File: src/rtl/ps2_pkg.sv
// Shared PS/2 receiver types and frame helpers.
// Used by ps2_filter and ps2_rx_fifo.
package ps2_pkg;

  typedef enum logic [1:0] {
    IDLE,
    DATA,
    PARITY,
    STOP
  } ps2_state_t;

  localparam int PS2_DATA_BITS  = 8;
  localparam int PS2_FRAME_BITS = 11;

  // PS/2 uses odd parity over data plus parity bit
  function automatic logic ps2_odd_ok(
    input logic [PS2_DATA_BITS-1:0] data,
    input logic                     parity
  );
    return ^{data, parity};
  endfunction

endpackage

File: src/rtl/ps2_filter.sv
// PS/2 pin front end: 2-FF synchronisers, clock glitch filter
// and a one-cycle pulse on each filtered falling clock edge.
module ps2_filter #(
  parameter int FILTER_STEPS = 2
) (
  input  logic clk,
  input  logic rst,
  input  logic ps2c,
  input  logic ps2d,
  output logic fall,
  output logic data
);

  logic [1:0]              c_sync;
  logic [1:0]              d_sync;
  logic [FILTER_STEPS-1:0] hist;
  logic                    filt;
  logic                    filt_q;

  always_ff @(posedge clk or posedge rst) begin
    if (rst) begin
      c_sync <= 2'b11;
      d_sync <= 2'b11;
      hist   <= '1;
      filt   <= 1'b1;
      filt_q <= 1'b1;
      fall   <= 1'b0;
    end else begin
      c_sync <= {c_sync[0], ps2c};
      d_sync <= {d_sync[0], ps2d};
      hist   <= {hist[FILTER_STEPS-2:0], c_sync[1]};
      if (hist == '0)
        filt <= 1'b0;
      else if (hist == '1)
        filt <= 1'b1;
      filt_q <= filt;
      fall   <= filt_q & ~filt;
    end
  end

  assign data = d_sync[1];

endmodule

File: src/rtl/ps2_rx_fifo.sv
// PS/2 device-to-host receiver with frame checks and output FIFO.
// Define PS2_RX_TIMEOUT_EN to build the inter-bit timeout abort.
module ps2_rx_fifo
  import ps2_pkg::*;
#(
  parameter int FILTER_STEPS   = 2,
  parameter int DEPTH          = 4,
  parameter int TIMEOUT_CYCLES = 10000
) (
  input  logic                       clk,
  input  logic                       rst,
  input  logic                       ps2c,
  input  logic                       ps2d,
  input  logic                       en,
  output logic [7:0]                 m_data,
  output logic                       m_valid,
  input  logic                       m_ready,
  output logic [$clog2(DEPTH+1)-1:0] level,
  output logic                       busy,
  output logic                       err_parity,
  output logic                       err_frame,
  output logic                       err_timeout,
  output logic                       overflow
);

  localparam int AW = $clog2(DEPTH);
  localparam int LW = $clog2(DEPTH+1);

  logic fall;
  logic data;

  ps2_filter #(
    .FILTER_STEPS(FILTER_STEPS)
  ) u_filter (
    .clk (clk),
    .rst (rst),
    .ps2c(ps2c),
    .ps2d(data_pin_unused_guard(ps2d)),
    .fall(fall),
    .data(data)
  );

  function automatic logic data_pin_unused_guard(input logic d);
    return d;
  endfunction

  ps2_state_t                state;
  ps2_state_t                nxt;
  logic [2:0]                cnt;
  logic [PS2_DATA_BITS-1:0]  shreg;
  logic                      par;
  logic                      push_req;
  logic                      tmo;

  assign busy = (state != IDLE);

`ifdef PS2_RX_TIMEOUT_EN
  localparam int TW = $clog2(TIMEOUT_CYCLES+1);
  logic [TW-1:0] tcnt;

  always_ff @(posedge clk or posedge rst) begin
    if (rst)
      tcnt <= '0;
    else if (fall || state == IDLE)
      tcnt <= '0;
    else
      tcnt <= tcnt + 1'b1;
  end

  // A fall arriving on the expiry cycle keeps the frame alive
  assign tmo = busy && !fall && (tcnt == TW'(TIMEOUT_CYCLES));
`else
  assign tmo = 1'b0;
`endif

  assign err_timeout = tmo && en;

  always_ff @(posedge clk or posedge rst) begin
    if (rst)
      state <= IDLE;
    else
      state <= nxt;
  end

  always_comb begin
    nxt = state;
    if (!en || tmo) begin
      nxt = IDLE;
    end else if (fall) begin
      unique case (state)
        IDLE:    if (!data) nxt = DATA;
        DATA:    if (cnt == 3'd7) nxt = PARITY;
        PARITY:  nxt = STOP;
        STOP:    nxt = IDLE;
        default: nxt = IDLE;
      endcase
    end
  end

  always_ff @(posedge clk or posedge rst) begin
    if (rst) begin
      cnt        <= '0;
      shreg      <= '0;
      par        <= 1'b0;
      push_req   <= 1'b0;
      err_parity <= 1'b0;
      err_frame  <= 1'b0;
    end else begin
      push_req   <= 1'b0;
      err_parity <= 1'b0;
      err_frame  <= 1'b0;
      if (en && fall) begin
        unique case (state)
          IDLE: begin
            cnt   <= '0;
            shreg <= '0;
          end
          DATA: begin
            shreg <= {data, shreg[PS2_DATA_BITS-1:1]};
            cnt   <= cnt + 1'b1;
          end
          PARITY: par <= data;
          STOP: begin
            if (!data)
              err_frame <= 1'b1;
            else if (!ps2_odd_ok(shreg, par))
              err_parity <= 1'b1;
            else
              push_req <= 1'b1;
          end
        endcase
      end
    end
  end

  logic [7:0]    mem [DEPTH];
  logic [AW-1:0] wptr;
  logic [AW-1:0] rptr;
  logic          full;
  logic          pop;
  logic          wr;

  assign full     = (level == LW'(DEPTH));
  assign m_valid  = (level != '0);
  assign pop      = m_valid && m_ready;
  assign wr       = push_req && (!full || pop);
  assign overflow = push_req && full && !pop;
  assign m_data   = m_valid ? mem[rptr] : 8'h00;

  always_ff @(posedge clk) begin
    if (wr)
      mem[wptr] <= shreg;
  end

  always_ff @(posedge clk or posedge rst) begin
    if (rst) begin
      wptr  <= '0;
      rptr  <= '0;
      level <= '0;
    end else begin
      if (wr)
        wptr <= wptr + 1'b1;
      if (pop)
        rptr <= rptr + 1'b1;
      unique case ({wr, pop})
        2'b10:   level <= level + 1'b1;
        2'b01:   level <= level - 1'b1;
        default: level <= level;
      endcase
    end
  end

endmodule

File: config.mk
export PLATFORM = sky130hd
export DESIGN_NAME = ps2_rx_fifo
export DESIGN_NICKNAME = d
export VERILOG_FILES = /design/src/rtl/ps2_pkg.sv /design/src/rtl/ps2_filter.sv /design/src/rtl/ps2_rx_fifo.sv
export SDC_FILE = /design/constraint.sdc
export NUM_CORES = 1
export LEC_CHECK = 0
export CAP_MARGIN = 20
export CORE_MARGIN = 3
export CORE_UTILIZATION = 40
export DETAILED_ROUTE_END_ITERATION = 8
export PLACE_DENSITY = 0.61
export SETUP_SLACK_MARGIN = 0.15
export SLEW_MARGIN = 20
export SYNTH_ARGS = -nofsm -noshare
export SYNTH_HDL_FRONTEND = slang
export SYNTH_SLANG_ARGS = --single-unit
File: constraint.sdc
create_clock -name clk -period 4.9 [get_ports clk]
set_input_delay 0.735 -clock clk [delete_from_list [all_inputs] [get_ports clk]]
set_output_delay 0.735 -clock clk [all_outputs]
set_load 0.01 [all_outputs]
==> metrics.txt, run 1 <==
status complete, no violations; Post-route DRC 0; ant diodes 0; Max Clk Rate 331 MHz; crit path max fanout 10; vias in the first global route 1485; most common cell after layout, fill and taps aside edfxtp_1; vias per cell 5.05; commonest non-fill, non-tap cells in the layout edfxtp_1, dfrtp_1, clkdlybuf4s50_1, inv_1, and2_1; 1st-iter DRT viols 75; cells resized by post-CTS repair 0; Boundary Pins 23; sequential area share after synthesis 65.5%; total gr overflow 0; CP arrival 2.29 ns; Rows 29; top cells by area, synth edfxtp_1, dfrtp_1, dfstp_2; PortBufs 21; Initial Utilization 42.3%; clk slew on worst S/H paths 0.07 ns; part of the cycle the worst path needs 61.7%; register share of total power 40.8%; crit path capture m_data[7]; GPL Wtd Cong 0.818; clk sinks 65; Comb pwr share 26.6%; Static Leak 1.35 nW; clk_lat worst skew 0.33 ns; power per standard cell area 502 nW/µm²; first-pass GRT wire length 7110 µm; largest area contributor in the netlist edfxtp_1; slowest CP cell dfrtp_1; layout cells sized above 1 17.6%; drt pass-1 iters 4; Netlist cell types 34; worst-case reg-to-reg path depth 8; worst path cell trace mux4_2 > and2_1 > clkdlybuf4s50_1; CP endpoint kind output port; register bit total from synthesis 65; core area 6490 µm²; Buf+Inv Stages, Crit Path 1; worst min path class register to register; Max Cap Viol 0; Mapped Area 2750 µm²; max_slew headroom 42.9%; Crit Reg-Reg Startpoint level[2]; All-Layer GR Usage 12.5%; Max Buffers Root-to-Sink 2; Setup crit start rptr[0]; warnings from Yosys 0; Final Critical Period 3.02 ns; Clock Skew 0.00996 ns; Layout Area Growth over Synthesis 19.2%; Routed WL 4260 µm; reg2reg end level[2]; Int Power 1.23 mW; CP top delay family flip-flops; Clk pwr share 32.6%; setup bufs post-CTS 0; final core utilization 50.4%; root buf cell clkbuf_8; Avg Synthesized Cell Area 16.0 µm²; initial antenna violation count 0; Worst-Margin Slew 0.852 ns; die area 7890 µm²; CTS tree built; Critical Path Source Type register; final net count 218; FF-to-FF setup slack 2.71 ns; Syn Inst Count 172; maximum VDD drop 296 µV; setup_tns 0 ns; WL/cell 15.2 µm; NetSw 0.415 mW; Crit. path cell count 3; largest stage delay on the critical path 0.74 ns; endpoints failing hold 0; Die X 88.8 µm; largest net degree at the start of global routing 34; Crit path required time 4.16 ns; # hold bufs at CTS 0; Die Y 88.8 µm; fin. max-slew vios 0; H-tree Lvls 3; setup violators final 0; Num CTS Buffers 9; Synth top area share 35.0%; WS Path Type register to output port; vias 1418; RSZ-0062 raised after global routing false; post-route antenna net violation count 0; Post-DP HPWL 2960 µm; Sw Ratio 25.3%; Synthesized Nets 191
flip-flops by register name, summed over array words and instances, names as in the netlist, 2 cells and up:
signal and cells:
state 2, u_filter.d_sync 2, cnt 3, u_filter.hist 2
wptr 2, mem 32, level 3, u_filter.c_sync 2
rptr 2, shreg 8
power by group through the flow:
stage | Clock, mW | Sequential (mW) | Combinational [mW]
after floorplan | 0 | 0.643 | 0.282
after global placement | 0 | 0.680 | 0.433
after detailed placement | 0 | 0.684 | 0.445
after CTS | 0.550 | 0.674 | 0.444
after global routing | 0.579 | 0.680 | 0.475
final | 0.536 | 0.671 | 0.436
how the worst min path moves through the flow:
| stage | depth (start not counted) | slack, ns | to | from |
|---|---|---|---|---|
| 3_3_place_gp | 0 | 0.35 | u_filter.d_sync[1] | u_filter.d_sync[0] |
| 2_1_floorplan | 0 | 0.35 | u_filter.c_sync[1] | u_filter.c_sync[0] |
| 3_5_place_dp | 0 | 0.35 | u_filter.d_sync[1] | u_filter.d_sync[0] |
| 5_1_grt | 0 | 0.36 | u_filter.d_sync[1] | u_filter.d_sync[0] |
| 4_1_cts | 0 | 0.36 | u_filter.c_sync[1] | u_filter.c_sync[0] |
| 6_report | 0 | 0.36 | u_filter.c_sync[1] | u_filter.c_sync[0] |
layer usage:
metal  track usage [%]  vias up  share of wire [%]
met5                 0        -                  0
met4              3.71        0                1.2
met3              5.59        5                4.0
met2              21.1       24                 53
met1              14.5      727                 42
li1                  -      662                  -
synth_stat cells, drive strengths merged:
| cell | instances |
|---|---|
| inv | 14 |
| xnor2 | 5 |
| nor2 | 2 |
| conb | 1 |
| nor2b | 3 |
| nand2 | 2 |
| a21bo | 1 |
| a22o | 10 |
| or3 | 2 |
| clkbuf | 4 |
| buf | 2 |
| nand3 | 3 |
| nor4b | 1 |
| a21oi | 2 |
| nand2b | 1 |
| o21ai | 3 |
| o211ai | 1 |
| xnor3 | 2 |
| fa | 1 |
| mux2i | 3 |
| dfrtp | 25 |
| and2 | 14 |
| mux4 | 8 |
| edfxtp | 32 |
| and4 | 1 |
| or3b | 1 |
| mux2 | 3 |
| ha | 12 |
| xor2 | 4 |
| dfstp | 8 |
| and3 | 1 |
area by class of cell:
| cell class | instances | area (µm²) |
|---|---|---|
| Clock buffer | 10 | 128 |
| Clock inverter | 6 | 114 |
| Fill cell | 539 | 3220 |
| Inverter | 14 | 52.6 |
| Multi-Input combinational cell | 87 | 868 |
| Sequential cell | 65 | 1800 |
| Tap cell | 77 | 96.3 |
| Timing Repair Buffer | 22 | 218 |
cell families (layout without fill, tap and decap cells):
kind of cell / Yosys count / in the layout / share of synthesized area, %
AO/OA/AOI/OAI: 17 / 17 / 4.74
XOR/XNOR: 11 / 11 / 4.51
adder cells (fa/ha/maj): 13 / 13 / 6.20
buffers and inverters: 20 / 52 / 2.92
flip-flops: 65 / 65 / 65.5
multiplexers: 14 / 14 / 8.89
other: 1 / 1 / 0.137
AND/OR/NAND/NOR: 31 / 31 / 7.16
metrics by stage:
| stage | std cells | setup WS (ns) | power, mW | hold slack, ns | area, µm² |
|---|---|---|---|---|---|
| after floorplan | 172 | 2.71 | 0.926 | 0.345 | 2750 |
| after global placement | 265 | 1.98 | 1.11 | 0.346 | 3030 |
| after detailed placement | 265 | 1.93 | 1.13 | 0.349 | 3030 |
| after CTS | 281 | 1.81 | 1.67 | 0.358 | 3270 |
| after global routing | 281 | 1.73 | 1.73 | 0.360 | 3270 |
| final | 281 | 1.88 | 1.64 | 0.357 | 3270 |
Note: power is estimated with default switching activity, not from simulation.
==> run 2, diff against run 1 <==
==> constraint.sdc (replaced) <==
create_clock -name clk -period 3.02 [get_ports clk]
set_input_delay 0.453 -clock clk [delete_from_list [all_inputs] [get_ports clk]]
set_output_delay 0.453 -clock clk [all_outputs]
set_load 0.01 [all_outputs]
==> metrics.txt, run 2 (synthesis results as in run 1) <==
status complete, no violations; CP top delay family flip-flops; Critical Path Source Type register; WS Path Type register to output port; CP endpoint kind output port; Num CTS Buffers 9; Routed WL 4450 µm; CTS tree built; most common cell after layout, fill and taps aside edfxtp_1; commonest non-fill, non-tap cells in the layout edfxtp_1, dfrtp_1, clkdlybuf4s50_1, inv_1, and2_1; All-Layer GR Usage 13.1%; post-route antenna net violation count 0; Clock Skew 0.0103 ns; Initial Utilization 42.3%; vias 1400; clk sinks 65; Crit path required time 2.57 ns; fillcell total 539; max reg flops 32; PortBufs 21; total gr overflow 0; WHS 0.357 ns; Post-Place Setup Slack 0.480 ns; worst path cell trace mux4_2 > and2_1 > clkdlybuf4s50_1; Post-route DRC 0; final net count 218; total power 2.48 mW; Worst-Margin Slew 0.856 ns; endpoints failing hold 0; layout cells sized above 1 17.2%; Max Cap Viol 0; H-tree Lvls 3; RSZ-0062 raised after global routing false; routed length on met2 2280 µm; Die X 88.8 µm; Final WS setup 0.466 ns; part of the cycle the worst path needs 84.6%; setup_tns 0 ns; setup violators final 0; Max Clk Rate 392 MHz; Met3 Wirelength 133 µm; highest metal used met4; maximum VDD drop 333 µV; Buf+Inv Stages, Crit Path 1; drt pass-1 iters 4; GPL Wtd Cong 0.805; worst min path class register to register; Layout Area Growth over Synthesis 17.0%; setup bufs post-CTS 0; CP arrival 2.10 ns; Max Buffers Root-to-Sink 2; core area 6490 µm²; # hold bufs at CTS 0; clk_lat worst skew 0.33 ns; 1st-iter DRT viols 74; Largest regs mem x32, shreg x8; Die Y 88.8 µm; Largest Register mem; die area 7890 µm²; Boundary Pins 23; first-pass GRT wire length 7530 µm; Post-DP HPWL 3030 µm; ant diodes 0; power per standard cell area 771 nW/µm²; Final Critical Period 2.55 ns; largest net degree at the start of global routing 34; fin. max-slew vios 0; vias in the first global route 1514; initial antenna violation count 0; Rows 29; WL/cell 15.8 µm; slowest CP cell dfrtp_2; max_slew headroom 42.7%; crit path max fanout 10; vias per cell 4.98; clk slew on worst S/H paths 0.07 ns; largest stage delay on the critical path 0.58 ns; Static Leak 1.33 nW; Post-Route M1 WL 1940 µm; root buf cell clkbuf_8
[run 2: metal layers]
| metal | vias to the layer above | global-route usage, % |
|---|---|---|
| li1 | 669 | - |
| met1 | 698 | 16.6 |
| met2 | 23 | 20.7 |
| met3 | 10 | 3.07 |
| met4 | 0 | 7.55 |
| met5 | - | 0 |
[run 2: cell type report]
cell class	instances	area (µm²)	share of cell area [%]
sequential	65	1800	56.0
clock buffer	12	135	4.21
inverter	14	52.6	1.64
tap	77	96.3	3.00
multi-input combinational	87	868	27.0
clock inverter	4	45.0	1.40
timing repair buffer	22	218	6.78
[run 2: worst paths after layout]
path / from / to / slack (ns) / cells past startpoint
worst min register to register: u_filter.d_sync[0] / u_filter.d_sync[1] / 0.36 / 0
worst max register to register: level[1] / level[1] / 0.84 / 6
max in group asynchronous: rst / u_filter.d_sync[0] / 2.17 / 3
worst min-delay path: u_filter.d_sync[0] / u_filter.d_sync[1] / 0.36 / 0
min in group asynchronous: rst / level[0] / 0.52 / 3
worst max-delay path: rptr[0] / m_data[5] / 0.47 / 3
[run 2: through the flow]
step	util, %	cells	area, µm²
floorplan	-	172	2750
global placement	46.7	265	3030
detailed placement	46.7	265	3030
CTS	49.5	281	3210
global route	49.5	281	3210
finish	49.5	281	3210
[run 2: power breakdown]
| group | switching (mW) | internal [mW] | total [mW] |
|---|---|---|---|
| registers | 0.110 | 0.984 | 1.09 |
| logic | 0.248 | 0.457 | 0.705 |
| clock network | 0.301 | 0.378 | 0.679 |
| total | 0.659 | 1.82 | 2.48 |
[run 2: repair_timing]
| action | CTS | global route |
|---|---|---|
| hold endpoints to repair | 0 | 0 |
| setup endpoints to repair | 0 | 7 |
| gates resized for setup | 0 | 1 |
==> run 3, diff against run 2 <==
--- a/config.mk
+++ b/config.mk
@@ -9,7 +9,7 @@
 export CORE_MARGIN = 3
 export CORE_UTILIZATION = 40
 export DETAILED_ROUTE_END_ITERATION = 8
-export PLACE_DENSITY = 0.61
+export PLACE_DENSITY = 0.63
 export SETUP_SLACK_MARGIN = 0.15
 export SLEW_MARGIN = 20
 export SYNTH_ARGS = -nofsm -noshare
==> constraint.sdc (replaced) <==
create_clock -name clk -period 2.3 [get_ports clk]
set_input_delay 0.345 -clock clk [delete_from_list [all_inputs] [get_ports clk]]
set_output_delay 0.345 -clock clk [all_outputs]
set_load 0.01 [all_outputs]
==> metrics.txt, run 3 (synthesis results as in run 1) <==
crit path max fanout 4; Largest regs mem x32, shreg x8; largest stage delay on the critical path 0.48 ns; Final Critical Period 2.02 ns; fin. max-slew vios 0; Final Cell Area 3290 µm²; setup_tns 0 ns; max reg flops 32; Final WS setup 0.284 ns; Layout Area Growth over Synthesis 20.0%; ant diodes 0; worst path cell trace clkbuf_16 > mux4_2 > and2_1 > clkbuf_2; setup violators final 0; total gr overflow 0; WL/cell 15.8 µm; number of non-filler instances in the completed layout 288; WS Path Type register to output port; WHS 0.356 ns; core area 6490 µm²; commonest non-fill, non-tap cells in the layout edfxtp_1, dfrtp_1, inv_1, and2_1, ha_1; PortBufs 21; Die Y 88.8 µm; Crit path required time 1.96 ns; Crit Reg-Reg Startpoint level[1]; 1st-iter DRT viols 103; Post-Place Setup Slack -0.0552 ns; Post-route DRC 0; GPL Wtd Cong 0.770; crit path capture m_data[0]; final core utilization 50.7%; FF-to-FF setup slack 0.32 ns; initial antenna violation count 0; most common cell after layout, fill and taps aside edfxtp_1; Boundary Pins 23; worst min path class register to register; Max Buffers Root-to-Sink 2; vias per cell 4.86; max_slew headroom 44.2%; clk_lat worst skew 0.34 ns; slowest CP cell mux4_2; Max Clk Rate 496 MHz; first-pass GRT wire length 7470 µm; worst-case reg-to-reg path depth 9; Clock Skew 0.00788 ns; post-route antenna net violation count 0; Num CTS Buffers 9; vias 1401; CP top delay family multiplexers; CTS tree built; Die X 88.8 µm; multi-input logic area 877 µm²; H-tree Lvls 3; maximum VDD drop 403 µV; All-Layer GR Usage 13.3%; root buf cell clkbuf_8; final net count 225; total power 3.35 mW; endpoints failing hold 0; CP arrival 1.67 ns; Worst-Margin Slew 0.833 ns; Routed WL 4540 µm; RSZ-0062 raised after global routing false; Initial Utilization 42.3%; CP endpoint kind output port; Largest Register mem; Buf+Inv Stages, Crit Path 2; reg2reg end level[2]; layout cells sized above 1 25.1%; Setup crit start rptr[0]; fillcell total 552; largest net degree at the start of global routing 34; clk sinks 65; status complete, no violations; Post-DP HPWL 3080 µm; register area 1800 µm²; Crit. path cell count 4; placed cells 269; vias in the first global route 1532; part of the cycle the worst path needs 87.7%; Post-DP Area 3070 µm²; die area 7890 µm²; Max Cap Viol 0; clk slew on worst S/H paths 0.07 ns; power per standard cell area 1020 nW/µm²; Static Leak 1.40 nW; Rows 29; drt pass-1 iters 4; Critical Path Source Type register
-- run 3: cell types whose count changed in the layout (fill, tap and decap cells not counted), moves of 2 or more --
| cell | previous run | this run |
|---|---|---|
| clkbuf_16 | 0 | 3 |
| clkdlybuf4s50_1 | 21 | 11 |
| clkbuf_2 | 0 | 8 |
| buf_4 | 1 | 6 |
| clkbuf_1 | 3 | 1 |
| dlygate4sd2_1 | 0 | 2 |
-- run 3: worst min-delay path by stage --
stage,cells after the start,end,slack (ns),from
after CTS,0,u_filter.hist[0],0.36,u_filter.c_sync[1]
after floorplan,0,u_filter.c_sync[1],0.35,u_filter.c_sync[0]
final,0,u_filter.hist[0],0.36,u_filter.c_sync[1]
after global placement,0,u_filter.d_sync[1],0.35,u_filter.d_sync[0]
after detailed placement,0,u_filter.d_sync[1],0.35,u_filter.d_sync[0]
after global routing,0,u_filter.d_sync[1],0.36,u_filter.d_sync[0]
-- run 3: layout make-up --
type	count	share of cell area, %
tap	77	2.93
multi-input combinational	87	26.6
clock inverter	3	0.570
timing repair buffer	29	7.83
sequential	65	54.6
inverter	14	1.60
clock buffer	13	5.81
-- run 3: worst register-to-register path, stage by stage (launching register included) --
cell and delay, ns:
dfrtp_2 0.45, nor4b_4 0.31, nor2b_2 0.07, inv_1 0.06
ha_1 0.16, inv_1 0.06, fa_1 0.37, xor2_1 0.15
nor2_1 0.12, xor2_1 0.15
-- run 3: repair_timing --
item | 4_1_cts | 5_1_grt
cloned | 0 | 1
buffers inserted | 1 | 1
hold buffers | 0 | 0
endpoints found under the setup margin | 10 | 8
pin swaps | 0 | 0
resized for setup | 12 | 17
-- run 3: power by group --
part / switching [mW] / internal [mW]
sequential: 0.111 / 1.29
combinational: 0.394 / 0.580
clock: 0.421 / 0.550
-- run 3: routing by layer --
metal	global-route usage [%]	vias up	routed length, µm
li1	-	679	-
met1	15.4	688	1810
met2	22.0	24	2440
met3	5.03	10	192
met4	6.18	0	92
met5	0	-	0
